$ cat src/rtl/p12_pkg.sv
// Shared types and constants for the p12 configuration loader.
// Latch-select codes match the order in which the planes are strobed.
package p12_pkg;

    typedef enum logic [1:0] {
        ST_IDLE   = 2'd0,
        ST_SHIFT  = 2'd1,
        ST_STROBE = 2'd2
    } state_e;

    localparam logic [1:0] CFG_V  = 2'd1;
    localparam logic [1:0] CFG_H  = 2'd2;
    localparam logic [1:0] CFG_D  = 2'd3;
    localparam int         PLANES = 4;

    // Plane p is followed by the strobe of latch set p+1 (v, h, d).
    function automatic logic [1:0] plane_code(input logic [1:0] plane);
        return plane + 2'd1;
    endfunction

endpackage

$ cat src/rtl/p12_byte_serializer.sv
// Byte-to-bit serializer feeding the grid scan chain, LSB first.
// in_ready rises on the last held bit so bytes stream back-to-back.
module p12_byte_serializer #(
    parameter int CHAIN_LEN = 64
) (
    input  logic       clk,
    input  logic       rst_n,
    input  logic       shift_en,
    input  logic       fetch_en,
    input  logic       plane_done,
    input  logic [7:0] in_data,
    input  logic       in_valid,
    output logic       in_ready,
    output logic       sc_bit,
    output logic       shift
);

    localparam int NBYTES = CHAIN_LEN / 8;
    localparam int FW     = $clog2(NBYTES + 1);

    logic [7:0]    byte_r;
    logic [3:0]    bit_cnt_r;
    logic [FW-1:0] fetched_r;
    logic          accept_s;

    assign shift    = shift_en && (bit_cnt_r != 4'd0);
    assign in_ready = fetch_en && (bit_cnt_r <= 4'd1) && (fetched_r < FW'(NBYTES));
    assign accept_s = in_valid && in_ready;
    assign sc_bit   = byte_r[0];

    // Byte register, remaining-bit count and per-plane fetch count.
    always_ff @(posedge clk or negedge rst_n) begin
        if (!rst_n) begin
            byte_r    <= 8'd0;
            bit_cnt_r <= 4'd0;
            fetched_r <= '0;
        end else begin
            if (accept_s) begin
                byte_r    <= in_data;
                bit_cnt_r <= 4'd8;
            end else if (shift) begin
                byte_r    <= {1'b0, byte_r[7:1]};
                bit_cnt_r <= bit_cnt_r - 4'd1;
            end else begin
                byte_r    <= byte_r;
                bit_cnt_r <= bit_cnt_r;
            end
            if (plane_done) begin
                fetched_r <= '0;
            end else if (accept_s) begin
                fetched_r <= fetched_r + FW'(1);
            end else begin
                fetched_r <= fetched_r;
            end
        end
    end

endmodule

$ cat src/rtl/p12_cfg_loader.sv
// Loads four scan planes into the p12 grid, strobing the v/h/d latches after
// the first three, and returns the pre-load flip-flop state as bytes.
module p12_cfg_loader
    import p12_pkg::*;
#(
    parameter int CHAIN_LEN     = 64,
    parameter int STROBE_CYCLES = 2
) (
    input  logic       clk,
    input  logic       rst_n,
    input  logic       start,
    input  logic [7:0] in_data,
    input  logic       in_valid,
    output logic       in_ready,
    output logic [7:0] rd_data,
    output logic       rd_valid,
    output logic       busy,
    output logic       configured,
    input  logic       run_lb,
    input  logic [1:0] run_lbc,
    output logic       g_se,
    output logic       g_sc,
    output logic [1:0] g_cfg_lbc,
    output logic       g_lb,
    output logic       g_ff_gate,
    output logic       g_l_gate,
    input  logic       g_sc_ret
);

    localparam int CW = $clog2(CHAIN_LEN);
    localparam int SW = (STROBE_CYCLES > 1) ? $clog2(STROBE_CYCLES) : 1;

    state_e        state_r;
    logic [1:0]    plane_r;
    logic [CW-1:0] cyc_r;
    logic [SW-1:0] strobe_cnt_r;
    logic          configured_r;
    logic          run_lb_r;
    logic [7:0]    col_r;
    logic [2:0]    col_cnt_r;
    logic [7:0]    rd_data_r;
    logic          rd_valid_r;

    logic shift_s;
    logic sc_bit_s;
    logic shift_en_s;
    logic fetch_en_s;
    logic plane_done_s;
    logic strobe_last_s;

    assign shift_en_s    = (state_r == ST_SHIFT);
    assign strobe_last_s = (state_r == ST_STROBE) && (strobe_cnt_r == SW'(STROBE_CYCLES - 1));
    // Prefetching in the last strobe cycle lets the next plane shift immediately.
    assign fetch_en_s    = shift_en_s || strobe_last_s;
    assign plane_done_s  = shift_s && (cyc_r == CW'(CHAIN_LEN - 1));

    p12_byte_serializer #(
        .CHAIN_LEN (CHAIN_LEN)
    ) u_ser (
        .clk        (clk),
        .rst_n      (rst_n),
        .shift_en   (shift_en_s),
        .fetch_en   (fetch_en_s),
        .plane_done (plane_done_s),
        .in_data    (in_data),
        .in_valid   (in_valid),
        .in_ready   (in_ready),
        .sc_bit     (sc_bit_s),
        .shift      (shift_s)
    );

    // Sequencer FSM with plane, shift-cycle and strobe counters.
    always_ff @(posedge clk or negedge rst_n) begin
        if (!rst_n) begin
            state_r      <= ST_IDLE;
            plane_r      <= 2'd0;
            cyc_r        <= '0;
            strobe_cnt_r <= '0;
            configured_r <= 1'b0;
        end else begin
            case (state_r)
                ST_IDLE: begin
                    if (start) begin
                        state_r <= ST_SHIFT;
                        plane_r <= 2'd0;
                        cyc_r   <= '0;
                    end
                end
                ST_SHIFT: begin
                    if (plane_done_s) begin
                        cyc_r <= '0;
                        if (plane_r == 2'(PLANES - 1)) begin
                            state_r      <= ST_IDLE;
                            configured_r <= 1'b1;
                        end else begin
                            state_r      <= ST_STROBE;
                            strobe_cnt_r <= '0;
                        end
                    end else if (shift_s) begin
                        cyc_r <= cyc_r + CW'(1);
                    end
                end
                ST_STROBE: begin
                    if (strobe_last_s) begin
                        state_r <= ST_SHIFT;
                        plane_r <= plane_r + 2'd1;
                    end else begin
                        strobe_cnt_r <= strobe_cnt_r + SW'(1);
                    end
                end
                default: state_r <= ST_IDLE;
            endcase
        end
    end

    // Readback collector: chain-out bits of plane 0, packed LSB first.
    always_ff @(posedge clk or negedge rst_n) begin
        if (!rst_n) begin
            col_r      <= 8'd0;
            col_cnt_r  <= 3'd0;
            rd_data_r  <= 8'd0;
            rd_valid_r <= 1'b0;
            run_lb_r   <= 1'b0;
        end else begin
            rd_valid_r <= 1'b0;
            run_lb_r   <= run_lb;
            if (shift_s && (plane_r == 2'd0)) begin
                col_r     <= {g_sc_ret, col_r[7:1]};
                col_cnt_r <= col_cnt_r + 3'd1;
                if (col_cnt_r == 3'd7) begin
                    rd_data_r  <= {g_sc_ret, col_r[7:1]};
                    rd_valid_r <= 1'b1;
                end
            end
        end
    end

    assign busy       = (state_r != ST_IDLE);
    assign configured = configured_r;
    assign rd_data    = rd_data_r;
    assign rd_valid   = rd_valid_r;

    // Grid control decode from the registered state.
    always_comb begin
        g_se      = 1'b0;
        g_sc      = 1'b0;
        g_cfg_lbc = run_lbc;
        g_lb      = 1'b0;
        g_ff_gate = 1'b0;
        g_l_gate  = 1'b0;
        case (state_r)
            ST_IDLE: begin
                g_lb      = run_lb_r;
                g_ff_gate = configured_r;
                g_l_gate  = configured_r;
            end
            ST_SHIFT: begin
                g_se      = 1'b1;
                g_cfg_lbc = 2'd0;
                g_ff_gate = shift_s;
                if (shift_s) begin
                    g_sc = sc_bit_s;
                end else begin
                    g_sc = 1'b0;
                end
            end
            ST_STROBE: begin
                g_se      = 1'b1;
                g_cfg_lbc = plane_code(plane_r);
            end
            default: begin
                g_se = 1'b0;
            end
        endcase
    end

endmodule

$ cat config.mk
export PLATFORM = sky130hd
export DESIGN_NAME = p12_cfg_loader
export DESIGN_NICKNAME = d
export VERILOG_FILES = /design/src/rtl/p12_pkg.sv /design/src/rtl/p12_byte_serializer.sv /design/src/rtl/p12_cfg_loader.sv
export SDC_FILE = /design/constraint.sdc
export NUM_CORES = 1
export LEC_CHECK = 0
export CAP_MARGIN = 0
export CORE_UTILIZATION = 48
export CTS_CLUSTER_DIAMETER = 200
export CTS_CLUSTER_SIZE = 25
export DETAILED_ROUTE_END_ITERATION = 10
export PLACE_DENSITY = 0.81
export SLEW_MARGIN = 5
export SYNTH_ARGS = -nofsm -noshare
export SYNTH_HDL_FRONTEND = slang
export SYNTH_SLANG_ARGS = --single-unit
$ cat constraint.sdc
create_clock -name clk -period 2 [get_ports clk]
set_clock_uncertainty 0.15 [all_clocks]
set_input_delay 0.4 -clock clk [delete_from_list [all_inputs] [get_ports clk]]
set_output_delay 0.4 -clock clk [all_outputs]
set_load 0.03 [all_outputs]
# [Word-level counts from Yosys, hierarchy flattened]
# Cells that the tools add are included.
[totals] regBits=49 input_bits=16 output_inout_bits=19
[classes] addsub=6 magnitude_cmp=2 eq_ne=11 muxes=31 reduce_logical=24
[op_table] op="6-bit two-way mux" count=3
[op_table] op="4-bit two-way mux" count=4
[op_table] op="8-bit two-way mux" count=2
[op_table] op="2-bit two-way mux" count=6
[op_table] op="6-bit case mux with 2 select lines" count=1
[op_table] op="3-bit AND reduction" count=4
[op_table] op="2-bit nonzero test" count=6
[op_table] op="1-bit two-way mux" count=10
[op_table] op="2-bit != test (second input constant)" count=4
[op_table] op="2-bit case mux with 2 select lines" count=2
[op_table] op="1-bit logical AND" count=7
[op_table] op="6-bit by 1-bit adder with 6-bit output (second input constant)" count=1
[op_table] op="6-bit equality test (second input constant)" count=1
[op_table] op="2-bit case mux with 3 select lines" count=1
[op_table] op="4-bit by 1-bit adder with 4-bit output (second input constant)" count=1
[op_table] op="2-bit equality test (second input constant)" count=2
[op_table] op="4-bit by 1-bit less-or-equal comparator with 1-bit output (second input constant)" count=1
[op_table] op="2-bit logical NOT" count=2
[op_table] op="4-bit < comparator (second input constant)" count=1
[op_table] op="1-bit case mux with 2 select lines" count=2
[op_table] op="4-bit AND reduction" count=1
[op_table] op="4-bit nonzero test" count=1
[op_table] op="4-bit by 1-bit subtractor with 4-bit output (second input constant)" count=1
[op_table] op="3-bit by 1-bit adder with 3-bit output (second input constant)" count=1
[op_table] op="9 further kinds" count=9

# [Depth between registers and ports, before layout]
[depth] depth_word=8 ltp_mapped=7

# [Cells and area by module]
# From an unflattened synthesis, not the netlist that was laid out.
[hier_totals] cells_unflattened=216 area_unflattened_um2=2422.3
[by_module_without_submodules] mod="p12_cfg_loader" n_inst=1 cells_each=123 area_each_um2=1535.2 seq_area_each_um2=800.8
[by_module_without_submodules] mod="p12_byte_serializer" n_inst=1 cells_each=93 area_each_um2=887.1 seq_area_each_um2=400.4

# [Worst setup path after synthesis]
# OpenSTA, ideal clock, no wires.
[synth_path] kind="reg-to-output" startpoint="reg state_r[0]" endpoint="out in_ready" arrival_ns=1.740 path_slack_ns=-0.290 stages_incl_launch_ff=6 path_buffers=0 path_cell_list="dfrtp_1 > inv_1 > ha_1 > a21oi_1 > or4_1 > nor2_1"
[synth_via] elab_chain_len=5
[synth_rtl] element="start: declaration" line="p12_cfg_loader.sv:33" text="state_e state_r;"
[synth_rtl] element="start signal: assignment" line="p12_cfg_loader.sv:75" text="state_r <= ST_IDLE;"
[synth_rtl] element="start signal: assignment" line="p12_cfg_loader.sv:84" text="state_r <= ST_SHIFT;"
[synth_rtl] element="start signal: assignment" line="p12_cfg_loader.sv:93" text="state_r <= ST_IDLE;"
[synth_rtl] element="2-bit equality test" line="p12_cfg_loader.sv:52" text="assign strobe_last_s = (state_r == ST_STROBE) && (strobe_cnt_r == SW'(STROBE_CYCLES - 1));"
[synth_rtl] element="1-bit logical AND" line="p12_cfg_loader.sv:52"
[synth_rtl] element="1-bit logical OR (*)" line="p12_cfg_loader.sv:54" text="assign fetch_en_s = shift_en_s || strobe_last_s;"
[synth_rtl] element="1-bit logical AND (*) (2 in a row)" line="p12_byte_serializer.sv:27" text="assign in_ready = fetch_en && (bit_cnt_r <= 4'd1) && (fetched_r < FW'(NBYTES));"
[synth_rtl] element="end: declaration" line="p12_cfg_loader.sv:14" text="output logic in_ready,"
# Mark *: on every way between the ends. The rest lies on a longest branch, timed or not.

# [Worst setup path in the final report]
# Ends and elaborated chain as after synthesis.

==> summary.txt <==
GRT
  – Final global-route overflow total: 0
  – Global-route wire length before repair: 8666 um
  – Largest net degree at the start of global routing: 30
  – Number of global-route vias before repair: ~1.9k
  – Total GRT Usage: 0.2185
  – Initial antenna violation count: 0

Clock tree
  – Worst-Skew Late Latency: 0.31 ns
  – CTS tree: done
  – CTS Buffer Depth: 2
  – CTS sink cnt: between 40 and 50
  – CTS H-tree depth: 2
  – Root Driver: clkbuf_8
  – Clock transition at path regs: 0.09 ns
  – TritonCTS buffer count: 5

Final layout
  – Fill count: 304
  – NumNets Final: 318
  – Final Core Density: 0.7452
  – Share of layout cells above drive strength 1: 0.4241
  – Design Area, Final: 3520 um2
  – Area Growth Syn to Fin: 50.03%
  – Ant diodes: 0

Critical path
  – Worst Path Arrival: 1.81 ns
  – WP buf/inv: 2
  – RR Startpoint: u_ser.bit_cnt_r[0]
  – R2R depth: 8
  – WS Path Type: reg -> out
  – RR Endpoint: rd_data[0]
  – Crit-path cells: inv_2, ha_4, a21oi_2, or4_4, nor2_4, buf_6
  – Worst setup SP type: flip-flop
  – Required @ worst endpoint: around 1.5 ns
  – Worst-path maximum fanout: 3
  – Worst path top cell family by delay: simple AND/OR/NAND/NOR gates
  – Internal reg-to-reg setup slack: -0.14 ns
  – CP peak stage delay: about 0.49 ns
  – CP max-delay cell: or4_4
  – Crit. End Element: output pin

Floorplan
  – Die Y: 71.91 um
  – Cell row count: 25
  – Starting Density: 0.4967
  – Die width: 71.91 um
  – Core region area: between 4000 and 5000 um2
  – # IOs: 35
  – Die ar.: between 5000 and 6000 um2

Synthesis
  – Register area share after synthesis: 0.5120
  – Total nets after synthesis: about 230
  – FF+latch count, synth: 48
  – Cell Area, Synth: 2346 um2
  – Most numerous cell in the Yosys netlist: dfrtp_1
  – Ys flop type: dfrtp_1
  – Synth Instances: 205
  – Post-synth EDFFs: 0
  – Mean Syn Cell Area: ~11 um2
  – Top-area cell type share of the netlist area: 0.5120
  – Area contributors post-synth: dfrtp_1 (51%), mux2_2 (8.6%), ha_1 (6.4%), mux2i_1 (3.8%), o21ai_0 (2.6%)
  – Largest area contributor in the netlist: dfrtp_1
  – Post-synth cell types: 42
  – Yosys warns: 0
  – Top cells by count, synth: dfrtp_1 (48), mux2_2 (18), nor2_1 (13)
  – Synth async-reset ratio: 1.000

Run
  – Max cap viols: 0

Route
  – Routed WL per cell: 15.83 um
  – DRT Pass-1 Iters: 4
  – Antenna viol nets, final: 0
  – Routed WL: 5652 um
  – Drt drc: 0
  – 1st-iter DRT viols: 159
  – Drt via density: 5.244
  – Via count: 1,872

Hold path
  – HP Class: reg -> reg
  – Hold Path Sink: col_cnt_r[0]
  – Hold depth: 1
  – Hold_sp: col_cnt_r[0]

Placed design
  – Placed instance area: 2977 um2
  – Dpl ws: -0.2838 ns
  – Routability Congestion: between 0.7 and 0.8
  – HPWL after DPL: roughly 3300 um
  – IO Port Bufs: 34

STA
  – Final Hold Vio Count: 0
  – Worst slew pin tran: 0.4925 ns
  – Max Fclk: 424.6 MHz
  – Tcrit/Tclk final: 1.178
  – Fin worst setup slack: -0.3553 ns
  – Pins Over Slew Limit: 0
  – Rel. slew slack: 0.6717
  – Fin Setup TNS: -4.098 ns
  – Final Critical Period: 2.355 ns
  – Final setup violation count: 30
  – Unrepaired setup endpoints after global routing: yes

Power
  – Worst VDD drop: 0.0009899 V
  – Pwr/cell area: 1546 nW/um2
  – Power, Total: between 5 and 6 mW
  – P_leak: 1.623 nW

Run status
  – Status: complete, but fails checks
  – Failing checks: setup timing
## area by class of cell
type / count / area, um2 / share of cell area
Inverter: 12 / 45.04 / 0.01280
Clock inverter: 2 / 12.51 / 0.003555
Tap cell: 67 / 83.83 / 0.02382
Multi-Input combinational cell: 143 / 1316 / 0.3740
Timing Repair Buffer: 80 / 790.8 / 0.2247
Sequential cell: 48 / 1202 / 0.3416
Clock buffer: 5 / 68.82 / 0.01955
## metal layers
metal | GRT usage | up-vias | wire [um]
li1 | - | 897 | -
met1 | 0.2884 | 916 | 2484
met2 | 0.3669 | 52 | 2900
met3 | 0.05000 | 7 | 220
met4 | 0.05664 | 0 | 47
met5 | 0 | - | 0
## worst max path at each step
stage	startpoint	end	depth (start not counted)
floorplan	state_r[0]	in_ready	5
finish	state_r[0]	in_ready	6
CTS	state_r[0]	in_ready	6
global route	state_r[0]	in_ready	6
detailed placement	u_ser.bit_cnt_r[1]	g_sc	5
global placement	u_ser.bit_cnt_r[0]	g_sc	5
## layout by cell type, fill, tap and decap left out, types with 4 or more instances in the layout
cell,count
a21oi_1,8
buf_4,33
buf_6,16
clkbuf_8,5
clkdlybuf4s50_1,24
dfrtp_1,47
ha_1,8
ha_4,4
inv_1,7
inv_2,5
mux2_2,9
mux2_4,9
mux2i_1,8
nand2_1,8
nand3_1,7
nor2_1,10
o21ai_0,5
o21ai_1,7
or3_4,4
## through the flow
step	hold slack [ns]	std cells
after floorplan	-0.04559	205
after global placement	0.2306	331
after detailed placement	0.2294	331
after CTS	0.3378	352
after global routing	0.3734	357
final	0.3454	357
## cells by family (layout without fill, tap and decap cells)
kind of cell	count (synthesis)	in the layout	synth area share
simple gates	57	60	0.1381
flops	48	48	0.5120
compound gates	37	38	0.1008
mux	27	27	0.1248
buf+inv	18	99	0.03786
fa+ha+maj	12	12	0.06400
xor+xnor	6	6	0.02240
## registers in the layout, summed over array words and instances (netlist names)
signal / cells
rd_data: 8
u_ser.byte_r: 8
col_r: 7
cyc_r: 6
u_ser.bit_cnt_r: 4
u_ser.fetched_r: 4
col_cnt_r: 3
plane_r: 2
state_r: 2
configured: 1
rd_valid: 1
run_lb_r: 1
strobe_cnt_r: 1
## power breakdown
group / switching [mW] / internal (mW) / total [mW]
Sequential: 0.276 / 1.36 / 1.63
Combinational: 1.50 / 1.75 / 3.25
Clock: 0.315 / 0.237 / 0.552
Total: 2.09 / 3.35 / 5.44
## what timing repair did
action | in CTS | in global routing
gates resized for setup | 58 | 27
endpoints found under the setup margin | 41 | 50
buffers inserted | 8 | 5
endpoints found under the hold margin | 19 | 0
cloned | 5 | 1
hold buffers | 1 | 0
pin swaps | 7 | 12
(Power assumes the default switching activity.)
